<file path="src/rtl/muldiv_unit_if.sv">
// Request/response bundle between the execute stage and the iterative multiply/divide unit.
// The execute stage drives the request side; the unit drives busy/done/result.
interface muldiv_unit_if #(
    parameter int XLEN = 32
);
    logic            start;
    logic [2:0]      op;
    logic [XLEN-1:0] a;
    logic [XLEN-1:0] b;
    logic            abort;
    logic            busy;
    logic            done;
    logic [XLEN-1:0] result;

    modport master (output start, op, a, b, abort, input busy, done, result);
    modport slave  (input start, op, a, b, abort, output busy, done, result);
endinterface

</file>
<file path="src/rtl/muldiv_unit.sv">
// Iterative RV32M multiply/divide: one bit per cycle, shift-add multiply and restoring divide
// on operand magnitudes, with sign fix-up at the end and a one-cycle path for div-by-zero/overflow.
module muldiv_unit #(
    parameter int XLEN = 32
) (
    input  logic         clk,
    input  logic         reset,
    muldiv_unit_if.slave bus
);
    localparam int            CW       = $clog2(XLEN);
    localparam logic [CW-1:0] CNT_LAST = CW'(XLEN - 1);

    typedef enum logic [1:0] {IDLE = 2'd0, CALC = 2'd1, DONE = 2'd2} state_t;

    state_t          r_state;
    state_t          w_state_nxt;
    logic [2:0]      r_op;
    logic            r_neg;
    logic [XLEN:0]   r_acc;
    logic [XLEN-1:0] r_lo;
    logic [XLEN-1:0] r_opd;
    logic [XLEN-1:0] r_result;
    logic [CW-1:0]   r_cnt;

    logic            w_accept;
    logic            w_a_sgn;
    logic            w_b_sgn;
    logic            w_a_neg;
    logic            w_b_neg;
    logic [XLEN-1:0] w_a_abs;
    logic [XLEN-1:0] w_b_abs;
    logic            w_fast;
    logic [XLEN-1:0] w_fast_res;
    logic [XLEN:0]   w_sum;
    logic [XLEN:0]   w_shift;
    logic [XLEN:0]   w_diff;
    logic [XLEN:0]   w_acc_nxt;
    logic [XLEN-1:0] w_lo_nxt;
    logic            w_busy;
    logic            w_done;

    // Division leaves quotient in lo and remainder in acc; multiply leaves the product in {acc, lo}.
    function automatic logic [XLEN-1:0] finalize(input logic [2:0] op, input logic neg,
                                                 input logic [XLEN-1:0] acc, input logic [XLEN-1:0] lo);
        logic [2*XLEN-1:0] prod;
        logic [XLEN-1:0]   val;
        logic [XLEN-1:0]   res;
        prod = {acc, lo};
        if (neg) prod = -prod;
        val = op[1] ? acc : lo;
        if (neg) val = -val;
        if (op[2])             res = val;
        else if (op == 3'b000) res = prod[XLEN-1:0];
        else                   res = prod[2*XLEN-1:XLEN];
        return res;
    endfunction

    assign w_accept = (r_state == IDLE) && bus.start && !bus.abort;

    always_comb begin
        w_a_sgn    = (bus.op == 3'b001) || (bus.op == 3'b010) || (bus.op == 3'b100) || (bus.op == 3'b110);
        w_b_sgn    = (bus.op == 3'b001) || (bus.op == 3'b100) || (bus.op == 3'b110);
        w_a_neg    = w_a_sgn && bus.a[XLEN-1];
        w_b_neg    = w_b_sgn && bus.b[XLEN-1];
        w_a_abs    = w_a_neg ? -bus.a : bus.a;
        w_b_abs    = w_b_neg ? -bus.b : bus.b;
        w_fast     = 1'b0;
        w_fast_res = '0;
        if (bus.op[2]) begin
            if (bus.b == '0) begin
                w_fast     = 1'b1;
                w_fast_res = bus.op[1] ? bus.a : '1;
            end else if (!bus.op[0] && (bus.a == {1'b1, {(XLEN-1){1'b0}}}) && (bus.b == '1)) begin
                w_fast     = 1'b1;
                w_fast_res = bus.op[1] ? '0 : bus.a;
            end
        end
    end

    always_comb begin
        w_sum   = r_acc + (r_lo[0] ? {1'b0, r_opd} : '0);
        w_shift = {r_acc[XLEN-1:0], r_lo[XLEN-1]};
        w_diff  = w_shift - {1'b0, r_opd};
        if (r_op[2]) begin
            // Guard bit of the trial difference set means the divisor did not fit: restore.
            if (!w_diff[XLEN]) begin
                w_acc_nxt = w_diff;
                w_lo_nxt  = {r_lo[XLEN-2:0], 1'b1};
            end else begin
                w_acc_nxt = w_shift;
                w_lo_nxt  = {r_lo[XLEN-2:0], 1'b0};
            end
        end else begin
            w_acc_nxt = {1'b0, w_sum[XLEN:1]};
            w_lo_nxt  = {w_sum[0], r_lo[XLEN-1:1]};
        end
    end

    always_ff @(posedge clk) begin
        if (!reset) r_state <= IDLE;
        else        r_state <= w_state_nxt;
    end

    always_comb begin
        w_state_nxt = r_state;
        case (r_state)
            IDLE:    if (w_accept) w_state_nxt = w_fast ? DONE : CALC;
            CALC:    if (r_cnt == '0) w_state_nxt = DONE;
            DONE:    w_state_nxt = IDLE;
            default: w_state_nxt = IDLE;
        endcase
        if (bus.abort) w_state_nxt = IDLE;
    end

    always_comb begin
        w_busy = (r_state != IDLE);
        w_done = (r_state == DONE);
    end

    assign bus.busy   = w_busy;
    assign bus.done   = w_done;
    assign bus.result = r_result;

    always_ff @(posedge clk) begin
        if (!reset) begin
            r_op     <= '0;
            r_neg    <= 1'b0;
            r_acc    <= '0;
            r_lo     <= '0;
            r_opd    <= '0;
            r_cnt    <= '0;
            r_result <= '0;
        end else if (w_accept) begin
            r_op  <= bus.op;
            r_neg <= (bus.op == 3'b110) ? w_a_neg : (w_a_neg ^ w_b_neg);
            r_acc <= '0;
            r_cnt <= CNT_LAST;
            r_lo  <= bus.op[2] ? w_a_abs : w_b_abs;
            r_opd <= bus.op[2] ? w_b_abs : w_a_abs;
            if (w_fast) r_result <= w_fast_res;
        end else if ((r_state == CALC) && !bus.abort) begin
            r_acc <= w_acc_nxt;
            r_lo  <= w_lo_nxt;
            r_cnt <= r_cnt - CW'(1);
            if (r_cnt == '0) r_result <= finalize(r_op, r_neg, w_acc_nxt[XLEN-1:0], w_lo_nxt);
        end
    end
endmodule

</file>
<file path="src/flat_wrapper.sv">
// flat-port wrapper written by rule: the top's interface ports become plain ports
module muldiv_unit_flat 
#(
    parameter int XLEN = 32
)
  (clk, reset, bus_start, bus_op, bus_a, bus_b, bus_abort, bus_busy, bus_done, bus_result);
  muldiv_unit_if #(.XLEN(XLEN)) bus_i ();
  input  logic clk;
  input  logic reset;
  input wire logic [$bits(bus_i.start)-1:0] bus_start;
  input wire logic [$bits(bus_i.op)-1:0] bus_op;
  input wire logic [$bits(bus_i.a)-1:0] bus_a;
  input wire logic [$bits(bus_i.b)-1:0] bus_b;
  input wire logic [$bits(bus_i.abort)-1:0] bus_abort;
  output wire logic [$bits(bus_i.busy)-1:0] bus_busy;
  output wire logic [$bits(bus_i.done)-1:0] bus_done;
  output wire logic [$bits(bus_i.result)-1:0] bus_result;
  assign bus_i.start = bus_start;
  assign bus_i.op = bus_op;
  assign bus_i.a = bus_a;
  assign bus_i.b = bus_b;
  assign bus_i.abort = bus_abort;
  assign bus_busy = bus_i.busy;
  assign bus_done = bus_i.done;
  assign bus_result = bus_i.result;
  muldiv_unit #(.XLEN(XLEN)) u_core (.clk(clk), .reset(reset), .bus(bus_i));
endmodule
</file>
<file path="config.mk">
export PLATFORM = sky130hd
export DESIGN_NAME = muldiv_unit_flat
export DESIGN_NICKNAME = d
export VERILOG_FILES = /design/src/rtl/muldiv_unit_if.sv /design/src/rtl/muldiv_unit.sv /design/src/flat_wrapper.sv
export SDC_FILE = /design/constraint.sdc
export NUM_CORES = 1
export LEC_CHECK = 0
export BUFFER_PORTS_ARGS = -buffer_cell sky130_fd_sc_hd__buf_2
export CORE_UTILIZATION = 58
export DETAILED_ROUTE_END_ITERATION = 10
export GPL_TIMING_DRIVEN = 1
export PLACE_DENSITY = 0.77
export SYNTH_ARGS = -nofsm -noshare
export SYNTH_HDL_FRONTEND = slang
export SYNTH_SLANG_ARGS = --single-unit
</file>
<file path="constraint.sdc">
create_clock -name clk -period 15.68 [get_ports clk]
set_clock_uncertainty 0.05 [all_clocks]
set_input_delay 1.568 -clock clk [delete_from_list [all_inputs] [get_ports clk]]
set_output_delay 1.568 -clock clk [all_outputs]
set_load 0.01 [all_outputs]
</file>
# == Word level (Yosys, flattened, before mapping) ==
# Cells that the tools add are included.
# word_totals
ff_bits,140
inputBits,71
out_inout_bits,34
word_cells,88
# op_classes
add_sub_neg,7
eq_ne,11
mux,35
bitwise_logic,2
n_reduce_logical,25
# op_table
cell,n
$mux W32,21
$neg A32 Y32,3
$mux W33,2
$eq A32 B32 Y1 const B,2
$mux W64,1
$neg A64 Y64,1
$add A33 B33 Y33,1
$sub A33 B32 Y33,1
$logic_not A32 Y1,1
$mux W5,2
$logic_and A1 B1 Y1,7
$eq A3 B3 Y1 const B,2
$mux W2,3
$reduce_bool A2 Y1,3
$logic_not A5 Y1,1
$logic_or A1 B1 Y1,5
$mux W1,5
$sub A5 B1 Y5 const B,1
$ne A2 B1 Y1 const B,2
$pmux W2 S2,1
$reduce_or A2 Y1,2
$eq A3 B1 Y1 const B,1
$eq A3 B2 Y1 const B,1
$logic_not A3 Y1,1
other kinds (9),10

# == Logic depth before layout (Yosys ltp) ==
# depth
word_depth,10
depth_mapped,29
mapped_depth_nobuf,28

# == Least setup slack after synthesis ==
# OpenSTA, ideal clock, no wires.
# synth_path
path_type,register -> register
start,reg u_core.r_lo[31]
end,"reg u_core.r_result[30], in the netlist u_core.bus.result[30]"
setup_time_ns,0.123
t_arrival_ns,6.005
required_ns,15.507
setup_slack_ns,9.502
stages_incl_launch_ff,29
n_path_buf,0
synth_period_minus_slack_ns,6.178
path_cell_list,dfxtp_1 > inv_1 > ha_1 > fa_1 > nor2b_1 > o31a_2 > o21ai_2 > a211oi_1 > o31a_1 > o21ai_0 > a21boi_0 > o21ai_0 > nand2b_1 > ha_1 > and2_1 > a21oi_1 > ha_1 > nand2_1 > or4b_4 > or3_4 > or4_4 > nor4_4 > nand3_2 > nor3_4 > nand3_1 > o21ai_1 > xnor2_1 > a221oi_1 > nor2_1
# synth_between
elab_chain_len,10
elab_cells_between_ends,15
cone_classes,add/sub: 3; mux: 12
# synth_lines
item,line_no,source
"start, declared",muldiv_unit.sv:20,logic [XLEN-1:0] r_lo;
"start signal, assigned",muldiv_unit.sv:138,r_lo <= bus.op[2] ? w_a_abs : w_b_abs;
"start signal, assigned",muldiv_unit.sv:143,r_lo <= w_lo_nxt;
$sub A33 B32 Y33,muldiv_unit.sv:83,"w_diff = w_shift - {1'b0, r_opd};"
$mux W1 / $mux W33 (equally long branches),muldiv_unit.sv:86,if (!w_diff[XLEN]) begin
$mux W32 / $mux W33 (equally long branches),muldiv_unit.sv:84,if (r_op[2]) begin
$neg A64 Y64 / $mux W32 (equally long branches),"muldiv_unit.sv:49, muldiv_unit.sv:50",
$mux W64 / $neg A32 Y32 (equally long branches),"muldiv_unit.sv:49, muldiv_unit.sv:51",
$mux W32 (on tied branches),"muldiv_unit.sv:53, muldiv_unit.sv:51",
$mux W32 *,muldiv_unit.sv:52,if (op[2]) res = val;
$mux W32 *,muldiv_unit.sv:145,"if (r_cnt == '0) r_result <= finalize(r_op, r_neg, w_acc_nxt[XLEN-1:0], w_lo_nxt);"
$mux W32 *,muldiv_unit.sv:141,end else if ((r_state == CALC) && !bus.abort) begin
$mux W32 *,muldiv_unit.sv:133,end else if (w_accept) begin
"end signal, assigned",muldiv_unit.sv:140,if (w_fast) r_result <= w_fast_res;
"end signal, assigned",muldiv_unit.sv:145,
"end, declared",muldiv_unit.sv:22,logic [XLEN-1:0] r_result;
# Mark *: on every way between the ends. The rest lies on a longest branch, timed or not. The select of a mux whose other input is x is not followed.
# A chain may end at the register's enable or synchronous reset.

# == Worst setup path after layout ==
# layout_path
start,reg u_core.r_lo[31]
end,"reg u_core.r_result[26], in the netlist u_core.bus.result[26]"
# Same word-level chain as after synthesis.

==> results by group <==
Placed design
  – Post-Place Cell Area: 17620 µm²
  – Port buffer count: 104
  – Gpl congestion: 1.017
  – Pre-CTS WS: 7.680 ns
  – Dpl hpwl: 49060 µm

Global route
  – Initial antenna violation count: 2
  – First-pass GRT wire length: 101700 µm
  – Total GRT Usage: 42.78%
  – Number of global-route vias before repair: 17950
  – Overflow after GRT: 0
  – Largest net degree at the start of global routing: 83

Power
  – Pwr Total: 1.373 mW
  – Pleak: 6.996 nW
  – Max IR drop VDD: 0.07819 mV
  – Pwr dens: 75.06 nW/µm²

Synthesis
  – EDFF count, synth: 0
  – Count of mapped cells out of synthesis: 2504
  – Post-synth ARST share: 0%
  – Post-synthesis cell type count: 101
  – Ys Warns: 0
  – Main synth FF type: dfxtp_1
  – Dominant cells by area after synthesis: dfxtp_1 (16%), nand2_1 (7.4%), o21ai_0 (6.7%)
  – Synth top area share: 16.44%
  – Largest area contributor in the netlist: dfxtp_1
  – Register area share after synthesis: 16.44%
  – #FFs+latches synth: 140
  – Avg Cell Area, Syn: 6.808 µm²
  – Mapped Nets: 2649
  – Mapped cell area: 17050 µm²

Clock network
  – # resized after CTS: 0
  – CTS Root Cell: clkbuf_16
  – CTS tree: yes
  – Clk_lat worst skew: 0.46 ns
  – CTS max path bufs: 2
  – Cts hold-fix bufs: 0
  – Number of post-CTS setup repair buffers: 0
  – Inserted Clock Buffers: 17
  – CTS H-tree depth: 4
  – Clock-pin slew on the worst setup and hold paths: 0.07 ns
  – Clock Sinks: 140

Critical path
  – Top cell by count, worst path: ha_1
  – CP max stage cell: or4b_4
  – R2R Path Start: u_core.r_lo[31]
  – R2R cell count: 29
  – Worst r2r dst: u_core.bus.result[26]
  – CP startpoint: u_core.r_lo[31]
  – Critical Path End Type: flip-flop
  – Startpoint types: flip-flop
  – CP Class: reg -> reg
  – Critical Path End: u_core.bus.result[26]
  – Reg2Reg Setup Slack: 7.38 ns
  – CP required: 15.99 ns
  – CP max stage delay: 0.60 ns
  – Data arrival time of the critical path: 8.61 ns
  – Critical-path maximum fanout: 58

Floorplanning
  – Die Wd: 173.4 µm
  – Full die area: 30080 µm²
  – Num ports: 105
  – Starting Density: 59.23%
  – # rows: 62
  – Core area: 28780 µm²
  – Die H: 173.4 µm

STA
  – RSZ-0062 raised after global routing: no
  – Final Max Slew Viols: 0
  – Final setup viols: 0
  – Least-Margin Pin Slew: 1.185 ns
  – Final Cycle Share: 52.95%
  – Setup ws final: 7.377 ns
  – Crit path time final: 8.303 ns
  – Slew headroom: 20.83%
  – Maximum clock frequency: 0.1204 GHz
  – Final hold vios: 0
  – Final TNS setup: 0 ns

Routing
  – Final wirelength: 66000 µm
  – DRC Markers: 0
  – Router iterations before antenna repair: 9
  – Routed len/inst: 22.86 µm
  – Post-DRT Antenna Nets: 0
  – Starting DRT DRC Count: 2870
  – Drt via density: 6.823
  – Vias: 19700

Final layout
  – Fillers: 2708
  – Final net count: 2634
  – Post-Layout Inst Area: 18290 µm²
  – Layout cell share with drive strength beyond 1: 9.792%
  – Syn-to-layout area delta: 7.296%
  – Multi-input gate area: 13340 µm²
  – Register area: 2809 µm²

Status
  – Outcome: complete, no violations

Flow run
  – Max cap viols: 0

Worst hold path
  – Hold Crit Class: reg -> reg
==> power by group <==
group | internal, mW | switching (mW)
clock | 0.299 | 0.177
combinational | 0.171 | 0.333
sequential | 0.371 | 0.0216
total | 0.841 | 0.532
==> state kept, by name, indices dropped and copies added, names as in the netlist <==
register,cells
u_core.r_acc,33
u_core.bus.result,32
u_core.r_lo,32
u_core.r_opd,32
u_core.r_cnt,5
u_core.r_op,3
u_core.r_state,2
u_core.r_neg,1
==> worst min path at each step <==
| stage | end | cells past startpoint | from |
|---|---|---|---|
| floorplan | u_core.r_acc[32] | 2 | u_core.r_acc[32] |
| global placement | u_core.r_acc[32] | 2 | u_core.r_acc[32] |
| detailed placement | u_core.r_acc[32] | 2 | u_core.r_acc[32] |
| CTS | u_core.r_acc[32] | 2 | u_core.r_acc[32] |
| global route | u_core.r_opd[6] | 2 | u_core.r_opd[6] |
| finish | u_core.r_acc[32] | 2 | u_core.r_acc[32] |
==> stage by stage <==
| step | instances | hold slack, ns | utilization (%) |
|---|---|---|---|
| finish | 2887 | 0.4208 | 63.55 |
| global placement | 2854 | 0.4093 | 61.22 |
| floorplan | 2504 | 0.3944 | - |
| CTS | 2886 | 0.4198 | 63.54 |
| global route | 2886 | 0.4509 | 63.54 |
| detailed placement | 2854 | 0.4112 | 61.22 |
==> cell usage in the layout (no fill, tap or decap), types with 72 or more instances in the layout <==
| cell type | synthesis | layout |
|---|---|---|
| nand2_1 | 336 | 334 |
| nor2_1 | 245 | 243 |
| o21ai_0 | 227 | 227 |
| a21oi_1 | 177 | 177 |
| dfxtp_1 | 140 | 137 |
| buf_2 | 16 | 104 |
| xnor2_1 | 90 | 90 |
| o211ai_1 | 83 | 83 |
| inv_1 | 74 | 73 |
| ha_1 | 72 | 72 |
==> layer usage <==
layer | share of wire, % | track usage, %
met5 | 0.018 | 0
met1 | 41 | 57.75
met3 | 12 | 10.33
met2 | 43 | 64.98
met4 | 3.6 | 17.48
==> critical path: cells and delay by family, from the launching register on <==
kind	cells	cell delay, ns
AND/OR/NAND/NOR	11	3.48
AO/OA/AOI/OAI	11	2.64
adder cells (fa/ha/maj)	4	1.10
buffers and inverters	2	0.37
flip-flops	1	0.36
XOR/XNOR	1	0.14
==> synthesized netlist by cell type, types with 8 or more instances <==
library cell  number
ha_1              72
nor3_1            60
o31ai_1           27
nand4_1           37
nor3b_1           10
a211o_1            8
and2_1            62
nand3_1           39
dfxtp_1          140
o21a_1            20
a21boi_0          46
a211oi_1          57
nor4_1            19
clkbuf_1         128
or2_2             11
nand3b_1           8
nand2_1          336
mux2_2            15
xnor2_1           90
and3_1            20
xor2_1            62
buf_1             15
a22oi_1            8
or4_1             11
nand2b_1          24
o21ai_0          227
nor2_1           245
a31oi_1           54
a21oi_1          177
nor2b_1           22
a21o_1            25
o221ai_1          10
o21bai_1           9
o41ai_1            9
o22ai_1            9
mux2i_1           51
inv_1             74
buf_2             16
or3_1             17
o21ai_1           11
o211ai_1          83
==> final cells by class <==
| cell class | instances | area share, % |
|---|---|---|
| multi-input cells | 2125 | 72.91 |
| flip-flops and latches | 140 | 15.36 |
| repair buffers | 129 | 3.872 |
| clock buffers | 22 | 2.647 |
| well taps | 384 | 2.627 |
| inverters | 76 | 1.560 |
| clock inverters | 10 | 1.012 |
| diodes | 1 | 0.01368 |
==> cells by family after synthesis <==
family,synth area share [%]
AND/OR/NAND/NOR,27.24
adder cells (fa/ha/maj),5.520
buffers and inverters,5.490
multiplexers,4.411
AO/OA/AOI/OAI,33.09
XOR/XNOR,7.810
flip-flops,16.44
Note: power is estimated with default switching activity, not from simulation.
